### config.mk
export PLATFORM = sky130hd
export DESIGN_NAME = fir_decimator
export DESIGN_NICKNAME = d
export VERILOG_FILES = /design/src/rtl/fir_decimator.sv
export SDC_FILE = /design/constraint.sdc
export NUM_CORES = 1
export LEC_CHECK = 0
export ABC_AREA = 1
export BUFFER_PORTS_ARGS = -buffer_cell sky130_fd_sc_hd__buf_4
export CAP_MARGIN = 30
export CORE_MARGIN = 2
export CORE_UTILIZATION = 60
export CTS_CLUSTER_DIAMETER = 120
export DETAILED_ROUTE_END_ITERATION = 8
export GPL_TIMING_DRIVEN = 0
export PLACE_DENSITY = 0.84
export SLEW_MARGIN = 20
export SYNTH_ARGS = -nofsm -noshare
export SYNTH_HDL_FRONTEND = slang
export SYNTH_SLANG_ARGS = --single-unit
### constraint.sdc
create_clock -name clk -period 5.2 [get_ports clk]
set_input_delay 1.04 -clock clk [delete_from_list [all_inputs] [get_ports clk]]
set_output_delay 1.04 -clock clk [all_outputs]
set_load 0.03 [all_outputs]
### src/rtl/fir_decimator.sv
// Block-averaging decimator for the FIR output stream: sums 2^LOG2_DECIM valid
// samples, rounds to the mean and queues results in a small valid/ready FIFO.
module fir_decimator #(
   parameter int DIN_W      = 7,
   parameter int LOG2_DECIM = 2,
   parameter int FIFO_DEPTH = 4
) (
   input  logic                          clk,
   input  logic                          rst_n,
   input  logic                          clr,
   input  logic                          din_valid,
   input  logic signed [DIN_W-1:0]       din,
   output logic signed [DIN_W-1:0]       dout,
   output logic                          dout_valid,
   input  logic                          dout_ready,
   output logic [$clog2(FIFO_DEPTH):0]   fifo_count,
   output logic                          overflow
);
   localparam int ACC_W = DIN_W + LOG2_DECIM;
   localparam int PTR_W = $clog2(FIFO_DEPTH);
   localparam int CNT_W = PTR_W + 1;
   localparam logic signed [ACC_W-1:0] HALF = ACC_W'(2 ** (LOG2_DECIM - 1));

   logic signed [ACC_W-1:0]           acc;
   logic        [LOG2_DECIM-1:0]      cnt;
   logic signed [ACC_W-1:0]           din_ext, sum, rnd, avg;
   logic        [FIFO_DEPTH-1:0][DIN_W-1:0] mem;
   logic        [PTR_W-1:0]           wr_ptr, rd_ptr;
   logic                              blk_done, push, pop, full, push_ok, drop;

   assign din_ext  = {{LOG2_DECIM{din[DIN_W-1]}}, din};
   assign sum      = acc + din_ext;
   // Sum of in-range samples plus half an LSB still fits ACC_W, so no guard bit.
   assign rnd      = sum + HALF;
   assign avg      = rnd >>> LOG2_DECIM;

   assign blk_done = din_valid && (&cnt);
   assign push     = blk_done && !clr;
   assign pop      = dout_valid && dout_ready && !clr;
   assign full     = (fifo_count == CNT_W'(FIFO_DEPTH));
   assign push_ok  = push && (!full || pop);
   assign drop     = push && full && !pop;

   assign dout_valid = (fifo_count != '0);
   assign dout       = dout_valid ? mem[rd_ptr] : '0;

   always_ff @(posedge clk or negedge rst_n) begin
      if (!rst_n) begin
         acc        <= '0;
         cnt        <= '0;
         wr_ptr     <= '0;
         rd_ptr     <= '0;
         fifo_count <= '0;
         overflow   <= 1'b0;
      end else if (clr) begin
         acc        <= '0;
         cnt        <= '0;
         wr_ptr     <= '0;
         rd_ptr     <= '0;
         fifo_count <= '0;
         overflow   <= 1'b0;
      end else begin
         if (din_valid) begin
            acc <= blk_done ? '0 : sum;
            cnt <= cnt + LOG2_DECIM'(1);
         end
         if (push_ok) wr_ptr <= wr_ptr + PTR_W'(1);
         if (pop)     rd_ptr <= rd_ptr + PTR_W'(1);
         if (push_ok && !pop)      fifo_count <= fifo_count + CNT_W'(1);
         else if (!push_ok && pop) fifo_count <= fifo_count - CNT_W'(1);
         if (drop) overflow <= 1'b1;
      end
   end

   // Storage needs no reset: dout is masked to zero while the FIFO is empty.
   always_ff @(posedge clk) begin
      if (push_ok) mem[wr_ptr] <= avg[DIN_W-1:0];
   end
endmodule

==> results.cfg, run 1 <==
[logic_synthesis]
synth_ff_type = edfxtp_1
ys_warn_count = 0
synth_area_per_cell_um2 = 8.922
ys_seq_area_share_pct = 50.87
synthesis.nets = 318
synth_edf_count = 28
yosys.area.top_type = edfxtp_1
yosys-top-cells-area = edfxtp_1 (32%), dfrtp_1 (18%), nand2_1 (8.3%)
ys_ff_latch = 47
synthDominantCellAreaShare_pct = 32.50
yosysMostFrequentCell = nand2_1
synth_cell_type_count = 31
synth_cells = 290
syn-cell-area_um2 = 2587
netlist_top_cells_count = nand2_1 (57), nor2_1 (50), inv_1 (33)
synth_async_sr_flop_share_pct = 40.43

[placement]
post-place-ws_ns = 2.066
place_congestion = 0.8429
portBuffers = 23
place.detailed.hpwl_um = 3634

[clocking]
ctsHoldBuffers = 0
clk_latency_ns = 0.30
numCtsBuffers = 5
clkTransAtPathRegs_ns = 0.08
cts.path.max_buffers = 2
cts.sinks = 47
root_buffer = clkbuf_8
cts_resized = 0
htreeDepth = 2
post_cts_buffers = 0
cts_tree = built

[timing]
rsz0062_at_grt = false
fmax_ghz = 0.3426
post-route-period-util_pct = 56.14
setup_ws_ns = 2.281
setup_violations = 0
clock_skew_ns = 0.003837
hold_violations = 0
tightest_slew_ns = 0.7265
post-route-min-period_ns = 2.919
setup-tns-final_ns = 0
finalMaxSlewViolations = 0
max-slew-margin-rel_pct = 51.39

[setup_path]
worstSetupPathType = reg -> out
critPathMaxFanout = 10
reg2reg_depth = 9
crit_required_ns = 4.16
cp-start-kind = register
arrival_ns = 1.88
worst_setup_path_end_kind = primary output

[routing]
wirelength_um = 4971
routed_via_density = 5.299
drc = 0
drt_iter0_drc = 177
ant_nets = 0
firstDrtPassIters = 5
routedWlPerCell_um = 13.40
dr_total_vias = 1966

[die]
placementRows = 23
die_h_um = 69.67
initial_utilization_pct = 63.32
ioPinCount = 24
core_um2 = 4086
die_area_um2 = 4854
die_x_um = 69.67

[grt]
grt_start_max_net_pins = 20
grt_usage_pct = 22.81
grt_pass1_wl_um = 8694
grt_pass1_vias = 1885
antenna_found_initial = 0
grt_overflow_total = 0

[power_and_ir_drop]
leakagePower_nw = 1.365
power.density_nw_per_um2 = 435.8
power.total_mw = 1.288
peakVddDrop_v = 0.0002169

[status]
status = finished, final reports clean

[flow_run]
drv_cap = 0

[layout]
fin_nets = 348
antenna_cells = 0
drive_gt1_share_pct = 13.71
multi_input_area_um2 = 1112
area_growth_pct = 14.22
n_fill_cell = 303
seqCellArea_um2 = 1316

[hold_path]
hp-class = reg -> reg
whs_path_depth = 2
flip-flops by register name (all words and copies together), names as in the netlist:
name        flops
mem            28
acc             9
fifo_count      3
cnt             2
rd_ptr          2
wr_ptr          2
overflow        1
where the power goes:
part / internal, mW / switching (mW)
clock network: 0.192 / 0.120
logic: 0.172 / 0.334
registers: 0.444 / 0.0257
total: 0.808 / 0.479
worst max-delay path, stage by stage, from the launching register on:
cell and delay, ns:
dfrtp_1 0.36, clkbuf_1 0.19, inv_1 0.20, clkbuf_1 0.32, o21ai_0 0.15, a21oi_1 0.17
buf_4 0.19
cell families (layout without fill, tap and decap cells):
| group | count (synthesis) | after routing | synth area share, % |
|---|---|---|---|
| AND/OR/NAND/NOR | 135 | 135 | 22.87 |
| flip-flops | 47 | 47 | 50.87 |
| AO/OA/AOI/OAI | 43 | 43 | 9.430 |
| buffers and inverters | 42 | 73 | 6.141 |
| adder cells (fa/ha/maj) | 16 | 16 | 8.317 |
| XOR/XNOR | 7 | 7 | 2.369 |
path summary, 6_finish.rpt:
kind	endpoint	slack, ns	start
setup / recovery	dout[0]	2.28	rd_ptr[0]
hold / removal	acc[6]	0.49	acc[6]
setup reg to reg	mem[5]	2.79	acc[0]
hold reg to reg	acc[6]	0.49	acc[6]
max in group asynchronous	acc[8]	4.38	rst_n
min in group asynchronous	cnt[1]	0.61	rst_n
cells in the final DEF, fill, tap and decap left out:
master and instances:
fa_1 2, nor3_1 1, clkbuf_8 5, a22o_1 2
o21ai_0 24, dfrtp_1 19, nand4_1 6, nor3_4 1
o21bai_1 1, nor2_2 1, nand2_4 1, nand2_2 1
xor2_1 4, nand4_2 1, nand3b_1 1, nand2_1 57
o22ai_1 1, o21ai_2 1, edfxtp_1 28, nor2_1 50
xnor2_1 3, bufinv_16 2, buf_2 1, inv_1 33
inv_2 4, ha_1 14, nand3_1 13, clkbuf_1 4
clkinv_1 1, nor2_4 2, a21oi_1 11, a21oi_2 1
a32o_1 2, buf_4 23
final cells by class:
cell class,count,share of cell area [%]
Sequential cell,47,44.54
Inverter,38,4.826
Clock buffer,6,2.456
Multi-Input combinational cell,201,37.64
Tap cell,50,2.117
Clock inverter,2,2.032
Timing Repair Buffer,23,5.843
Buffer,4,0.5504
per-stage QoR:
stage / cells / util, % / area [um^2] / hold slack, ns
after floorplan: 290 / - / 2587 / 0.4570
after global placement: 363 / 69.08 / 2823 / 0.4773
after detailed placement: 363 / 69.08 / 2823 / 0.4870
after CTS: 371 / 72.32 / 2955 / 0.5059
after global routing: 371 / 72.32 / 2955 / 0.5377
final: 371 / 72.32 / 2955 / 0.4946
routing by layer:
layer	up-vias	track usage, %	part of all wire [%]
met5	-	0	0
met1	899	30.62	45
met3	4	5.087	4.2
li1	1023	-	-
met4	0	5.769	0.72
met2	40	37.93	50
(Power assumes the default switching activity.)
==> inputs of run 2 (changes only) <==
--- a/config.mk
+++ b/config.mk
@@ -5,15 +5,15 @@
 export SDC_FILE = /design/constraint.sdc
 export NUM_CORES = 1
 export LEC_CHECK = 0
-export ABC_AREA = 1
+export ABC_AREA = 0
 export BUFFER_PORTS_ARGS = -buffer_cell sky130_fd_sc_hd__buf_4
 export CAP_MARGIN = 30
 export CORE_MARGIN = 2
-export CORE_UTILIZATION = 60
+export CORE_UTILIZATION = 59
 export CTS_CLUSTER_DIAMETER = 120
 export DETAILED_ROUTE_END_ITERATION = 8
 export GPL_TIMING_DRIVEN = 0
-export PLACE_DENSITY = 0.84
+export PLACE_DENSITY = 0.83
 export SLEW_MARGIN = 20
 export SYNTH_ARGS = -nofsm -noshare
 export SYNTH_HDL_FRONTEND = slang
==> constraint.sdc (replaced) <==
create_clock -name clk -period 2.97 [get_ports clk]
set_input_delay 0.594 -clock clk [delete_from_list [all_inputs] [get_ports clk]]
set_output_delay 0.594 -clock clk [all_outputs]
set_load 0.03 [all_outputs]
==> run 2 against run 1 <==
  * Synthesized area decreased by 0.58%
  * Worst hold slack got worse by 0.35 ns
  * Critical endpoint is now mem[5]
  * Count of clock-buffer cells in the layout unchanged
  * Utilization decreased by 4.1 points
==> results.cfg, run 2 <==
[logic_synthesis]
synth_cells = 211
netlist_top_cells_count = edfxtp_1 (28), nor2_1 (21), dfrtp_1 (19)
synth_cell_type_count = 45
synthesis.nets = 239
yosys.area.top_type = edfxtp_1
synth_area_per_cell_um2 = 12.19
synth_ff_type = edfxtp_1
syn-cell-area_um2 = 2572
ys_warn_count = 0
synthDominantCellAreaShare_pct = 32.68
synth_async_sr_flop_share_pct = 40.43
ys_ff_latch = 47
synth_edf_count = 28
yosysMostFrequentCell = edfxtp_1
yosys-top-cells-area = edfxtp_1 (33%), dfrtp_1 (18%), ha_1 (6.8%)
ys_seq_area_share_pct = 51.17

[die]
die_x_um = 70.03
initial_utilization_pct = 60.33
placementRows = 24
die_area_um2 = 4904
core_um2 = 4264
die_h_um = 70.03
ioPinCount = 24

[setup_path]
worstSetupPathType = in -> reg
critPathCapture = mem[5]
critPathMaxFanout = 4
crit_slowest_cell = or4b_4
reg2reg_depth = 7
timing.rr.end = mem[5]
r2r-start = acc[0]
crit_required_ns = 3.06
cp-start-kind = input port
path_delay_family = simple AND/OR/NAND/NOR gates
cp_cell_sequence = buf_4 -> ha_1 -> fa_1 -> nand3_1 -> a21oi_1 -> or4b_4 -> nor4b_2 -> xor2_1
cp-startpoint = din[0]
regToRegSetupSlack_ns = 0.29
cp_num_cells = 8
worst_setup_path_end_kind = register
critical_path_buf_inv_count = 1
arrival_ns = 2.80
cp_slowest_stage_delay_ns = 0.58

[routing]
wirelength_um = 4594
drt_iter0_drc = 121
drc = 0
ant_nets = 0
dr_total_vias = 1694
firstDrtPassIters = 4
routed_via_density = 5.782
routedWlPerCell_um = 15.68

[grt]
grt_start_max_net_pins = 20
antenna_found_initial = 0
grt_pass1_vias = 1640
grt_usage_pct = 20.12
grt_pass1_wl_um = 7590
grt_overflow_total = 0

[timing]
max-slew-margin-rel_pct = 53.44
rsz0062_at_grt = false
finalMaxSlewViolations = 0
timing.hold.ws_ns = 0.1487
tightest_slew_ns = 0.6984
hold_violations = 0
clock_skew_ns = 0.006812
fmax_ghz = 0.3697
post-route-min-period_ns = 2.705
post-route-period-util_pct = 91.07
setup_violations = 0

[layout]
mostFrequentLayoutCells = edfxtp_1 (28), buf_4 (22), nor2_1 (21)
drive_gt1_share_pct = 19.09
final_common_cell = edfxtp_1
area_growth_pct = 13.04
largest_register_ffs = 28
antenna_cells = 0
top_regs = mem: 28 flops, acc: 9 flops, fifo_count: 3 flops
largest_register = mem
fin_nets = 268

[placement]
portBuffers = 22
place_congestion = 0.7890
place.detailed.hpwl_um = 3514

[clocking]
clkTransAtPathRegs_ns = 0.09
cts_tree = built
numCtsBuffers = 5
cts.sinks = 47
post_cts_buffers = 0
ctsHoldBuffers = 0
htreeDepth = 2
cts.path.max_buffers = 2
root_buffer = clkbuf_8
cts_resized = 0
clk_latency_ns = 0.30

[power_and_ir_drop]
peakVddDrop_v = 0.0003955
power.density_nw_per_um2 = 578.5
leakagePower_nw = 1.142
power.total_mw = 1.682

[hold_path]
hp-class = in -> async

[status]
status = finished, final reports clean

[flow_run]
drv_cap = 0
## run 2: kinds of logic (layout without fill, tap and decap cells)
| family | after synthesis | after routing | share of synthesized area, % |
|---|---|---|---|
| buffers and inverters | 17 | 47 | 2.480 |
| muxes | 9 | 9 | 6.907 |
| DFF | 47 | 47 | 51.17 |
| AOI/OAI and AO/OA | 35 | 35 | 9.777 |
| and+or+nand+nor | 69 | 69 | 15.17 |
| adders and majority gates | 16 | 16 | 8.366 |
| xor gates and xnor gates | 18 | 18 | 6.128 |
## run 2: layout make-up
class	count	area, um^2
Clock inverter	2	16.27
Sequential cell	47	1316
Inverter	9	33.78
Tap cell	52	65.06
Buffer	8	30.03
Fill cell	336	1356
Timing Repair Buffer	22	165.2
Clock buffer	6	82.58
Multi-Input combinational cell	147	1199
## run 2: worst min-delay path by stage
stage | endpoint | slack [ns]
3_3_place_gp | rd_ptr[0] | 0.48
5_1_grt | rd_ptr[1] | 0.15
4_1_cts | rd_ptr[1] | 0.15
2_1_floorplan | acc[0] | 0.30
3_5_place_dp | rd_ptr[1] | 0.48
6_report | rd_ptr[1] | 0.15
## run 2: where the power goes
part | internal (mW) | switching (mW)
logic | 0.202 | 0.291
registers | 0.761 | 0.0213
clock network | 0.190 | 0.216
## run 2: layer usage
layer	share of wire, %	GRT usage, %	up-vias
met5	0	0	-
met4	1.4	6.410	0
met3	3.2	4.329	6
met2	51	34.60	23
met1	44	25.52	841
li1	-	-	824
## run 2: metrics by stage
stage	std cells	TNS (ns)	instance area, um^2	util (%)	setup WS, ns
5_1_grt	293	0	2908	68.19	0.08948
6_report	293	0	2908	68.19	0.2653
4_1_cts	293	0	2902	68.05	0.1434
2_1_floorplan	211	0	2572	-	0.2197
3_3_place_gp	285	-0.1382	2803	65.73	-0.1382
3_5_place_dp	285	-0.4975	2803	65.73	-0.1392
==> inputs of run 3 (changes only) <==
--- a/config.mk
+++ b/config.mk
@@ -13,7 +13,7 @@
 export CTS_CLUSTER_DIAMETER = 120
 export DETAILED_ROUTE_END_ITERATION = 8
 export GPL_TIMING_DRIVEN = 0
-export PLACE_DENSITY = 0.83
+export PLACE_DENSITY_LB_ADDON = 0.1
 export SLEW_MARGIN = 20
 export SYNTH_ARGS = -nofsm -noshare
 export SYNTH_HDL_FRONTEND = slang
==> run 3 against run 2 <==
  * Die area is the same
  * Non-clock buffer count stayed put
  * First-iteration DRC count is 4.1% lower
  * Final cell count did not move
  * Count of clock-buffer cells in the layout is the same
  * Register-to-register slack lost 0.02 ns
  * Cell area up 0.65%
  * Global-route usage is 0.98 points higher
  * Routed wire length increased by 3.8%
  * Total power is 4.7% higher
  * Sequential share of layout area shrank 0.29 points
==> results.cfg, run 3 (same netlist as run 2, synthesis figures left out) <==
[timing]
rsz0062_at_grt = false
hold_violations = 0
timing.hold.ws_ns = 0.1512
fmax_ghz = 0.3699
post-route-period-util_pct = 91.04
setup_violations = 0
max-slew-margin-rel_pct = 52.28
setup-tns-final_ns = 0
post-route-min-period_ns = 2.704
setup_ws_ns = 0.2662
clock_skew_ns = 0.007457
finalMaxSlewViolations = 0
tightest_slew_ns = 0.7158

[clocking]
cts.path.max_buffers = 2
clk_latency_ns = 0.30
ctsHoldBuffers = 0
cts_resized = 0
numCtsBuffers = 5
root_buffer = clkbuf_8
cts_tree = built
cts.sinks = 47
clkTransAtPathRegs_ns = 0.09
post_cts_buffers = 0
htreeDepth = 2

[power_and_ir_drop]
leakagePower_nw = 1.156
p_seq_share_pct = 44.4
comb_power_share_pct = 28.1
power.total_mw = 1.761
p_int_mw = 1.235
peakVddDrop_v = 0.0002703
power.density_nw_per_um2 = 601.7
p_sw_uw = 525.9
p_sw_share_pct = 29.86
clockPowerShare_pct = 27.5

[flow_run]
drv_cap = 0

[die]
die_x_um = 70.03
die_h_um = 70.03
initial_utilization_pct = 60.33
core_um2 = 4264
placementRows = 24
ioPinCount = 24
die_area_um2 = 4904

[routing]
firstDrtPassIters = 4
routed_via_density = 5.758
dr_total_vias = 1687
drt_iter0_drc = 116
wirelength_um = 4768
ant_nets = 0
routedWlPerCell_um = 16.27
drc = 0

[grt]
use_met2_pct = 35.13
grt_pass1_vias = 1692
grt_pass1_wl_um = 8031
grt_overflow_total = 0
grt_usage_pct = 21.10
antenna_found_initial = 0
met1_usage_pct = 28.08
grt_use_met3_pct = 3.175
grt-busiest-layer = met2
grt_start_max_net_pins = 20

[setup_path]
critical_path_buf_inv_count = 1
path_delay_family = simple AND/OR/NAND/NOR gates
arrival_ns = 2.89
cp-startpoint = fifo_count[0]
cp-start-kind = register
worstSetupPathType = reg -> reg
cp_num_cells = 8
crit_slowest_cell = dfrtp_1
cp_slowest_stage_delay_ns = 0.49
reg2reg_depth = 8
r2r-start = fifo_count[0]
critPathMaxFanout = 10
cp_cell_sequence = or3_1 -> clkbuf_1 -> nand2_1 -> and2_1 -> fa_1 -> or3_1 -> a311oi_1 -> nor2_1
worst_setup_path_end_kind = register
cpMostUsedCell = or3_1
crit_required_ns = 3.15

[placement]
place.detailed.hpwl_um = 3509
place_congestion = 0.7710
post-place-ws_ns = -0.2746
placed_area_um2 = 2803
dp.cells = 285
portBuffers = 22

[layout]
final_cell_area_um2 = 2927
top_regs = mem: 28 flops, acc: 9 flops, fifo_count: 3 flops
drive_gt1_share_pct = 19.09
area_growth_pct = 13.76
antenna_cells = 0
final_common_cell = edfxtp_1
finalNonFillerCells = 293
n_fill_cell = 326
mostFrequentLayoutCells = edfxtp_1 (28), buf_4 (22), nor2_1 (21)
largest_register_ffs = 28
fin_util_pct = 68.63
largest_register = mem
fin_nets = 268

[hold_path]
hp-class = in -> async

[status]
status = finished, final reports clean
-- run 3: cell types whose count changed in the layout (fill, tap and decap cells not counted), sizes merged --
cell / before / now
clkinvlp: 1 / 0
bufinv: 0 / 1
-- run 3: cell type report --
cell class                 instances  area, um^2  area share, %
buffer                             8       30.03          1.026
tap                               52       65.06          2.223
multi-input combinational        147        1199          40.96
clock buffer                       6       82.58          2.822
sequential                        47        1316          44.98
clock inverter                     2       35.03          1.197
timing repair buffer              22       165.2          5.643
inverter                           9       33.78          1.154
-- run 3: path summary, 6_finish.rpt --
check                                endpoint  slack (ns)
min in group clk                       acc[8]        0.49
worst max-delay path            fifo_count[2]        0.27
worst min-delay path                   cnt[1]        0.15
worst min register to register       overflow        0.53
max in group asynchronous           rd_ptr[1]        2.61
worst max register to register  fifo_count[2]        0.27
-- run 3: per-layer routing --
layer  wire (um)  up-vias
li1            -      819
met1        2126      824
met2        2419       37
met3         146        7
met4          75        0
met5           0        -
-- run 3: power groups by stage --
stage | Clock, mW | Sequential, mW | Combinational (mW)
finish | 0.484 | 0.782 | 0.495
global route | 0.509 | 0.784 | 0.549
CTS | 0.489 | 0.781 | 0.498
detailed placement | 0 | 0.795 | 0.494
global placement | 0 | 0.792 | 0.478
floorplan | 0 | 0.800 | 0.355
